File: src/rtl/rv32i_encode.sv
// rv32i_encode: packs an RV32I format class plus fields into a 32-bit instruction word.
// Latency: 2 stages (S1 raw fields, S2 encoded word); a word accepted at edge N is valid after edge N+1.
// Backpressure: valid/ready on both sides; S1+S2 buffer two words; in_ready = ~s1_valid | ~out_valid | out_ready.
// Optional RV32I_ENC_RANGE_CHECK_EN: also flag immediates that do not fit their format's field.
module rv32i_encode #(
    parameter int              XLEN      = 32,
    parameter logic [XLEN-1:0] RST_INSTR = '0
) (
    input  logic            clk,
    input  logic            rst_n,
    input  logic            in_valid,
    output logic            in_ready,
    input  logic [3:0]      in_fmt,
    input  logic [4:0]      in_rd,
    input  logic [4:0]      in_rs1,
    input  logic [4:0]      in_rs2,
    input  logic [2:0]      in_funct3,
    input  logic [6:0]      in_funct7,
    input  logic [XLEN-1:0] in_imm,
    output logic            out_valid,
    input  logic            out_ready,
    output logic [XLEN-1:0] out_instr,
    output logic            out_err
);

    // Format classes as presented on in_fmt
    localparam logic [3:0] FMT_BRANCH = 4'd0;
    localparam logic [3:0] FMT_JALR   = 4'd1;
    localparam logic [3:0] FMT_JAL    = 4'd2;
    localparam logic [3:0] FMT_LUI    = 4'd3;
    localparam logic [3:0] FMT_AUIPC  = 4'd4;
    localparam logic [3:0] FMT_OP_IMM = 4'd5;
    localparam logic [3:0] FMT_OP     = 4'd6;
    localparam logic [3:0] FMT_LOAD   = 4'd7;
    localparam logic [3:0] FMT_STORE  = 4'd8;
    localparam logic [3:0] FMT_FENCE  = 4'd9;

    // Major opcodes
    localparam logic [6:0] OPC_BRANCH = 7'h63;
    localparam logic [6:0] OPC_JALR   = 7'h67;
    localparam logic [6:0] OPC_JAL    = 7'h6F;
    localparam logic [6:0] OPC_LUI    = 7'h37;
    localparam logic [6:0] OPC_AUIPC  = 7'h17;
    localparam logic [6:0] OPC_OP_IMM = 7'h13;
    localparam logic [6:0] OPC_OP     = 7'h33;
    localparam logic [6:0] OPC_LOAD   = 7'h03;
    localparam logic [6:0] OPC_STORE  = 7'h23;
    localparam logic [6:0] OPC_FENCE  = 7'h0F;

    // Stage 1: raw fields
    logic            s1_valid_q, s1_valid_d;
    logic [3:0]      s1_fmt_q;
    logic [4:0]      s1_rd_q;
    logic [4:0]      s1_rs1_q;
    logic [4:0]      s1_rs2_q;
    logic [2:0]      s1_funct3_q;
    logic [6:0]      s1_funct7_q;
    logic [XLEN-1:0] s1_imm_q;

    // Stage 2: encoded word
    logic            out_valid_q, out_valid_d;
    logic [XLEN-1:0] out_instr_q;
    logic            out_err_q;

    // Encoder result for the word sitting in S1
    logic [31:0]     enc_word;
    logic            enc_err;

    logic            accept;
    logic            s1_move;

`ifdef RV32I_ENC_RANGE_CHECK_EN
    // True when v equals the sign extension of its low 'bits' bits
    function automatic logic fits_signed(input logic [31:0] v, input int bits);
        logic [31:0] hi;
        hi = $unsigned($signed(v) >>> (bits - 1));
        return (hi == 32'h0) || (hi == 32'hFFFF_FFFF);
    endfunction
`endif

    // Handshake: S1 may advance whenever S2 is empty or being drained
    always_comb begin
        s1_move     = s1_valid_q & (~out_valid_q | out_ready);
        in_ready    = ~s1_valid_q | ~out_valid_q | out_ready;
        accept      = in_valid & in_ready;
        s1_valid_d  = accept | (s1_valid_q & ~s1_move);
        out_valid_d = out_valid_q;
        if (s1_move) begin
            out_valid_d = 1'b1;
        end else if (out_ready) begin
            out_valid_d = 1'b0;
        end
    end

    // S1 capture of raw fields on accept
    always_ff @(posedge clk or negedge rst_n) begin
        if (!rst_n) begin
            s1_valid_q  <= 1'b0;
            s1_fmt_q    <= '0;
            s1_rd_q     <= '0;
            s1_rs1_q    <= '0;
            s1_rs2_q    <= '0;
            s1_funct3_q <= '0;
            s1_funct7_q <= '0;
            s1_imm_q    <= '0;
        end else begin
            s1_valid_q <= s1_valid_d;
            if (accept) begin
                s1_fmt_q    <= in_fmt;
                s1_rd_q     <= in_rd;
                s1_rs1_q    <= in_rs1;
                s1_rs2_q    <= in_rs2;
                s1_funct3_q <= in_funct3;
                s1_funct7_q <= in_funct7;
                s1_imm_q    <= in_imm;
            end
        end
    end

    // Field packing per format; fields a format does not use are never referenced
    always_comb begin
        enc_word = 32'h0;
        enc_err  = 1'b0;
        case (s1_fmt_q)
            FMT_BRANCH: begin
                enc_word = {s1_imm_q[12], s1_imm_q[10:5], s1_rs2_q, s1_rs1_q, s1_funct3_q,
                            s1_imm_q[4:1], s1_imm_q[11], OPC_BRANCH};
                enc_err  = s1_imm_q[0];
`ifdef RV32I_ENC_RANGE_CHECK_EN
                enc_err  = enc_err | ~fits_signed(s1_imm_q, 13);
`endif
            end
            FMT_JALR: begin
                // JALR only defines funct3 = 000
                enc_word = {s1_imm_q[11:0], s1_rs1_q, 3'b000, s1_rd_q, OPC_JALR};
`ifdef RV32I_ENC_RANGE_CHECK_EN
                enc_err  = ~fits_signed(s1_imm_q, 12);
`endif
            end
            FMT_JAL: begin
                enc_word = {s1_imm_q[20], s1_imm_q[10:1], s1_imm_q[11], s1_imm_q[19:12],
                            s1_rd_q, OPC_JAL};
                enc_err  = s1_imm_q[0];
`ifdef RV32I_ENC_RANGE_CHECK_EN
                enc_err  = enc_err | ~fits_signed(s1_imm_q, 21);
`endif
            end
            FMT_LUI, FMT_AUIPC: begin
                enc_word = {s1_imm_q[31:12], s1_rd_q,
                            (s1_fmt_q == FMT_LUI) ? OPC_LUI : OPC_AUIPC};
`ifdef RV32I_ENC_RANGE_CHECK_EN
                enc_err  = (s1_imm_q[11:0] != 12'h0);
`endif
            end
            FMT_OP_IMM: begin
                if (s1_funct3_q == 3'b001 || s1_funct3_q == 3'b101) begin
                    // Shifts: funct7 selects logical/arithmetic, shamt from imm[4:0]
                    enc_word = {s1_funct7_q, s1_imm_q[4:0], s1_rs1_q, s1_funct3_q, s1_rd_q,
                                OPC_OP_IMM};
`ifdef RV32I_ENC_RANGE_CHECK_EN
                    enc_err  = (s1_imm_q[31:5] != 27'h0);
`endif
                end else begin
                    enc_word = {s1_imm_q[11:0], s1_rs1_q, s1_funct3_q, s1_rd_q, OPC_OP_IMM};
`ifdef RV32I_ENC_RANGE_CHECK_EN
                    enc_err  = ~fits_signed(s1_imm_q, 12);
`endif
                end
            end
            FMT_OP: begin
                enc_word = {s1_funct7_q, s1_rs2_q, s1_rs1_q, s1_funct3_q, s1_rd_q, OPC_OP};
            end
            FMT_LOAD, FMT_FENCE: begin
                enc_word = {s1_imm_q[11:0], s1_rs1_q, s1_funct3_q, s1_rd_q,
                            (s1_fmt_q == FMT_LOAD) ? OPC_LOAD : OPC_FENCE};
`ifdef RV32I_ENC_RANGE_CHECK_EN
                enc_err  = ~fits_signed(s1_imm_q, 12);
`endif
            end
            FMT_STORE: begin
                enc_word = {s1_imm_q[11:5], s1_rs2_q, s1_rs1_q, s1_funct3_q, s1_imm_q[4:0],
                            OPC_STORE};
`ifdef RV32I_ENC_RANGE_CHECK_EN
                enc_err  = ~fits_signed(s1_imm_q, 12);
`endif
            end
            default: begin
                // Unknown format: emit an all-zero word flagged as an error
                enc_word = 32'h0;
                enc_err  = 1'b1;
            end
        endcase
    end

    // S2: load encoded word when S1 advances, otherwise hold for the consumer
    always_ff @(posedge clk or negedge rst_n) begin
        if (!rst_n) begin
            out_valid_q <= 1'b0;
            out_instr_q <= RST_INSTR;
            out_err_q   <= 1'b0;
        end else begin
            out_valid_q <= out_valid_d;
            if (s1_move) begin
                out_instr_q <= enc_word;
                out_err_q   <= enc_err;
            end
        end
    end

    assign out_valid = out_valid_q;
    assign out_instr = out_instr_q;
    assign out_err   = out_err_q;

endmodule

File: config.mk
export PLATFORM = sky130hd
export DESIGN_NAME = rv32i_encode
export DESIGN_NICKNAME = d
export VERILOG_FILES = /design/src/rtl/rv32i_encode.sv
export SDC_FILE = /design/constraint.sdc
export NUM_CORES = 1
export LEC_CHECK = 0
export BUFFER_PORTS_ARGS = -buffer_cell sky130_fd_sc_hd__buf_2
export CAP_MARGIN = 10
export CORE_ASPECT_RATIO = 1.75
export CORE_MARGIN = 3
export CORE_UTILIZATION = 59
export CTS_CLUSTER_DIAMETER = 100
export DETAILED_ROUTE_END_ITERATION = 7
export PLACE_DENSITY = 0.86
export SYNTH_ARGS = -nofsm -noshare
export SYNTH_HDL_FRONTEND = slang
export SYNTH_SLANG_ARGS = --single-unit
File: constraint.sdc
create_clock -name clk -period 2.8 [get_ports clk]
set_input_delay 0 -clock clk [delete_from_list [all_inputs] [get_ports clk]]
set_output_delay 0 -clock clk [all_outputs]
set_load 0.02 [all_outputs]
== Yosys cells after proc, flatten, opt, wreduce, memory -nomap -nowiden ==
Index checks and enable logic that the tools add are counted.

* Flip-flop bits (word level): 96
* Input port bits: 65
* Output and inout port bits: 35
* Word-level logic and storage cells: 46

* Eq/ne operators: 11
* Mux-type cells: 7
* Bitwise logic cells: 10
* Reductions and logical operators: 7

{| class="wikitable"
|+ Operators with widths
! kind !! count
|-
| 32-bit case mux with 8 select lines || 1
|-
| 32-bit two-way mux || 1
|-
| 4-bit by 3-bit equality test with 1-bit output, second input constant || 4
|-
| 4-bit by 2-bit equality test with 1-bit output, second input constant || 2
|-
| 4-bit equality test, second input constant || 2
|-
| 8-bit OR reduction || 1
|-
| 6-bit two-way mux || 1
|-
| 2-bit OR reduction || 3
|-
| 4-bit by 1-bit equality test with 1-bit output, second input constant || 1
|-
| 4-bit zero test || 1
|-
| 4-bit two-way mux || 1
|-
| 1-bit OR || 4
|-
| 1-bit AND || 3
|-
| 3-bit by 1-bit equality test with 1-bit output, second input constant || 1
|-
| 3-bit equality test, second input constant || 1
|-
| 1-bit NOT || 3
|-
| 1-bit two-way mux || 2
|-
| 1-bit case mux with 2 select lines || 1
|-
| 2-bit nonzero test || 1
|-
| 1-bit logical OR || 1
|}

== Depth between registers and ports, before layout ==
* Depth in word-level cells: 6
* Mapped depth: 7

== Worst setup path after synthesis ==
Ideal clock, no wire load.

* Path type: register to register
* From: reg out_valid_q, in the netlist out_valid
* To: reg s1_fmt_q[0]
* Setup time: 0.125 ns
* Arrival time: 1.701 ns
* Data required time: 2.675 ns
* Path slack: 0.974 ns
* Stages on the path, launching flop included: 6
* Path buffers: 1
* Period minus slack after synthesis: 1.826 ns
* Cells stage by stage: dfrtp_1 > and2b_1 > nand2_1 > nand2_1 > buf_2 > mux2_2

* Longest elaborated chain between the ends: 4

{| class="wikitable"
|+ RTL lines
! element !! RTL line !! source
|-
| start: declaration || 61 || <nowiki>logic out_valid_q, out_valid_d;</nowiki>
|-
| start signal: assignment || 202 || <nowiki>out_valid_q <= out_valid_d;</nowiki>
|-
| 1-bit NOT || 84 || <nowiki>in_ready = ~s1_valid_q | ~out_valid_q | out_ready;</nowiki>
|-
| 1-bit OR (2 in series) || 84 ||
|-
| named net in_ready || 12 || <nowiki>output logic in_ready,</nowiki>
|-
| 1-bit AND || 85 || <nowiki>accept = in_valid & in_ready;</nowiki>
|-
| end signal: assignment || 109 || <nowiki>s1_fmt_q <= in_fmt;</nowiki>
|-
| end: declaration || 52 || <nowiki>logic [3:0] s1_fmt_q;</nowiki>
|}

The timed path passes the listed nets, and every way through them passes these cells.
A chain may end at the register's enable or synchronous reset.

== Final worst setup path ==
* From: reg s1_fmt_q[3]
* To: reg out_instr_q[26], in the netlist out_instr[26]

* Longest elaborated chain between the ends: 3
* Elaborated cells between the ends (all ways): 13
* Classes of those cells: eq/ne (9); mux (1); reduce/logical (3)

{| class="wikitable"
|+ RTL lines
! element !! RTL line !! source
|-
| 4-bit by 3-bit equality test with 1-bit output (tied with other cells) || 124 || <nowiki>case (s1_fmt_q)</nowiki>
|-
| 2-bit OR reduction, on equally long branches || -- ||
|-
| 32-bit case mux with 8 select lines (*) || 124 ||
|-
| end signal: assignment || 204 || <nowiki>out_instr_q <= enc_word;</nowiki>
|-
| end: declaration || 62 || <nowiki>logic [XLEN-1:0] out_instr_q;</nowiki>
|}

Mark *: on every way between the ends. The rest lies on a longest branch, timed or not.

==> results.md <==
Run status:
- The run finished with clean final reports.

Place:
- The placement-stage cell area is 5190 µm².
- At the end of routability-driven placement, the weighted congestion stood at 0.938.
- The pre-CTS worst setup slack is 0.719 ns.
- Port buffering added 99 buffers.
- Summed over all nets, the half-perimeter wirelength after detailed placement is 7.58 mm.

Timing:
- Timing would allow up to 460 MHz.
- Setup repair after global routing left no endpoint under its margin.
- Setup total negative slack on the finished layout was measured at 0 ns.
- Counting I/O delays and the setup requirement, the final critical path takes 2.18 ns.
- The final max-slew violation count is 0.
- The period utilization is 77.7%.
- The final setup violation count is 0.
- The final count of hold timing violations is 0.
- Clock skew on the completed layout was measured at 0.00681 ns.
- The final setup slack of the worst path is 0.624 ns.
- The slew at the pin with the worst max-slew slack is 0.934 ns.
- In this run the tightest slew margin relative to its limit is 37.7%.

Synth:
- The number of nets produced by synthesis is 458.
- The mean cell area of the mapped netlist is 11.7 µm².
- In the synthesized netlist, the number of instances is 393.
- The count of flip-flops with a built-in enable after synthesis is 0.
- The number of warnings reported in the yosys synthesis log is 0.
- The share of synthesized flip-flops with an asynchronous set or reset is 100%.
- The leading register cell type out of synthesis is dfrtp_1.
- The count of distinct cell types in the synthesized netlist is 46.
- Summing the sequential cell areas from Yosys gives 51.6% of the chip area.
- In this run, synthesis produced a sequential element count of 95.
- The summed instance area of the synthesized netlist is 4610 µm².

Layout:
- The number of nets in the layout is 612.
- The number of antenna diodes in the final layout is 0.
- In the final layout, the share of cells above drive strength 1 is 31.3%.
- The finished cells cover 6070 µm².
- From synthesis to final layout, the design area changed by 31.8%.

Setup path:
- The type of element capturing the critical path is a register.
- The worst setup path is launched from a register.
- Data on the critical path arrives at its endpoint at 2.38 ns.
- Of all nets on the critical path, the largest fanout is 24.
- The critical path data required time is 3.00 ns.
- The worst setup path is of the register to register kind.

Detailed routing:
- Dividing the detail-routed wire length by the instance count gives 20.3 µm.
- The routed wire length is 13.0 mm.
- The final antenna-violating net count is 0.
- After detailed routing, the number of vias per cell comes to 6.26.
- The total DRC errors in the routed layout is 0.
- The routed layout has 3989 vias.
- For this run, the detailed router's first-pass iteration total came to 5.
- The number of DRC markers after the initial detailed-route iteration is 438.

Power and ir drop:
- The static power due to leakage is 2.73 nW.
- Total power for the finished layout comes to 4.22 mW.
- The total power per unit cell area is 696 nW/µm².
- The worst supply voltage drop on vdd is 0.569 mV.

Global route:
- The global route total overflow is 0.
- Global routing used 31.0% of the available tracks.
- The wire length of the first global-routing pass is 20.8 mm.
- The via count of the first global-routing pass is 4123.
- The number of antenna violations at the first check in global routing is 0.
- The largest net degree at the start of global routing is 62.

Hold path:
- The type of the tightest min-delay check is input port to register.

Run:
- The number of max-capacitance violations reported is 0.

Floorplanning:
- The floorplan step defined a die boundary enclosing 8950 µm².
- Once the floorplan was initialized, standard cells occupied 60.9% of the core.
- The die is 72.8 µm wide.
- The number of placed I/O pins is 100.
- The floorplan core area is 7570 µm².
- After floorplanning, the core was divided into 42 placement rows.
- The floorplan die height is 123 µm.

CTS:
- The clock network latency to the later pin of the worst-skew pair is 0.35 ns.
- After clock tree synthesis, the repair step resized 0 gates.
- In this run the number of H-tree levels came out at 3.
- The total clock buffers created by CTS is 9.
- The clock tree root buffer cell is clkbuf_16.
- The clock slew at the register clock pins of the worst setup and hold paths is 0.06 ns.
- TritonCTS built the clock tree.
- The post-cts hold buffer count is 63.
- The number of buffers on the longest clock path is 2.
- The number of sinks handled by clock tree synthesis is 95.
- The number of setup buffers added after CTS is 0.
-- power breakdown --
group          internal [mW]  switching, mW
sequential              1.63          0.263
clock                  0.608          0.492
combinational          0.563          0.664
-- logic make-up (layout without fill, tap and decap cells) --
family / count (synthesis) / in the layout / synth area share (%)
and+or+nand+nor: 82 / 82 / 9.26
DFF: 95 / 95 / 51.6
muxes: 80 / 80 / 19.3
xor gates and xnor gates: 1 / 1 / 0.190
buffers and inverters: 34 / 190 / 3.37
AOI/OAI and AO/OA: 101 / 101 / 16.3
-- metrics by stage --
stage	hold WS (ns)	utilization, %	std cells
final	0.0409	80.2	637
after CTS	0.0291	80.2	637
after floorplan	-0.296	-	393
after global placement	0.0857	68.6	561
after global routing	0.0579	80.2	637
after detailed placement	0.0800	68.6	561
-- final cells by class --
| class | instances | area (µm²) |
|---|---|---|
| clock inverter | 2 | 10.0 |
| timing repair buffer | 174 | 1240 |
| clock buffer | 11 | 243 |
| multi-input combinational | 264 | 2080 |
| tap | 88 | 110 |
| inverter | 3 | 11.3 |
| sequential | 95 | 2380 |
| fill | 472 | 1500 |
-- metal layers --
metal	track usage (%)	routed length, µm	vias up
li1	-	-	1778
met1	34.8	4600	1960
met2	55.0	7120	206
met3	6.10	730	45
met4	14.9	503	0
met5	0	0	-
-- final timing paths --
check / startpoint / endpoint / slack, ns / depth (start not counted)
max in group asynchronous: rst_n / s1_rs2_q[2]$_DFFE_PN0P_ / 1.79 / 3
worst max-delay path: s1_fmt_q[3]$_DFFE_PN0P_ / out_instr[26]$_DFFE_PN0P_ / 0.62 / 3
worst min-delay path: out_ready / out_valid$_DFFE_PN0P_ / 0.04 / 3
worst min register to register: out_instr[3]$_DFFE_PN0P_ / out_instr[3]$_DFFE_PN0P_ / 0.47 / 2
min in group asynchronous: rst_n / out_instr[9]$_DFFE_PN0P_ / 0.24 / 2
worst max register to register: s1_fmt_q[3]$_DFFE_PN0P_ / out_instr[26]$_DFFE_PN0P_ / 0.62 / 3
-- state kept, by name (all words and copies together), names as in the netlist --
name,flops
out_err,1
out_instr,31
out_valid,1
s1_valid_q,1
s1_rd_q,5
s1_funct7_q,7
s1_rs1_q,5
s1_fmt_q,4
s1_funct3_q,3
s1_imm_q,32
s1_rs2_q,5
-- cell usage in the layout (no fill, tap or decap), types with 3 or more instances in the layout --
master and n:
nor2b_1 4, a222oi_1 6, a211o_1 5, mux2_1 25
o21ai_1 12, o221ai_1 4, buf_2 98, clkbuf_16 9
nor2_1 14, dlygate4sd3_1 63, nand4_1 3, nand3_1 7
inv_1 3, o21ai_0 5, a31oi_1 4, a32oi_1 6
nand2b_1 4, a22o_1 7, mux2i_1 11, a22oi_1 10
nor3b_1 7, a221oi_1 6, mux2_2 44, o211ai_1 4
nand2_1 30, buf_4 11, a21oi_1 22, dfrtp_1 95
-- synthesized netlist by cell type (3+ instances only) --
library cell | n | area share, %
nor2b_1 | 4 | 0.54
o21ai_1 | 12 | 1.3
a32oi_1 | 6 | 1.1
clkbuf_1 | 10 | 0.81
nand2_1 | 31 | 2.5
nand2b_1 | 4 | 0.54
a22o_1 | 7 | 1.3
a22oi_1 | 10 | 1.6
mux2_2 | 44 | 11
a211o_1 | 5 | 0.95
a31oi_1 | 4 | 0.54
buf_2 | 16 | 1.7
a221oi_1 | 6 | 1.1
o221ai_1 | 4 | 0.76
o211ai_1 | 4 | 0.65
o21ai_0 | 5 | 0.54
nor2_1 | 14 | 1.1
buf_1 | 3 | 0.24
nand4_1 | 3 | 0.41
mux2i_1 | 11 | 2.4
nor3b_1 | 7 | 1.1
dfrtp_1 | 95 | 52
mux2_1 | 25 | 6.1
nand3_1 | 7 | 0.76
inv_1 | 3 | 0.24
a21oi_1 | 22 | 2.4
a222oi_1 | 6 | 1.3
-- critical path, stage by stage, from the launching register on --
cell and delay [ns]:
dfrtp_1 0.96, inv_1 0.33, a22oi_1 0.60, o21ai_1 0.16
Power figures use the tool's default switching activity.
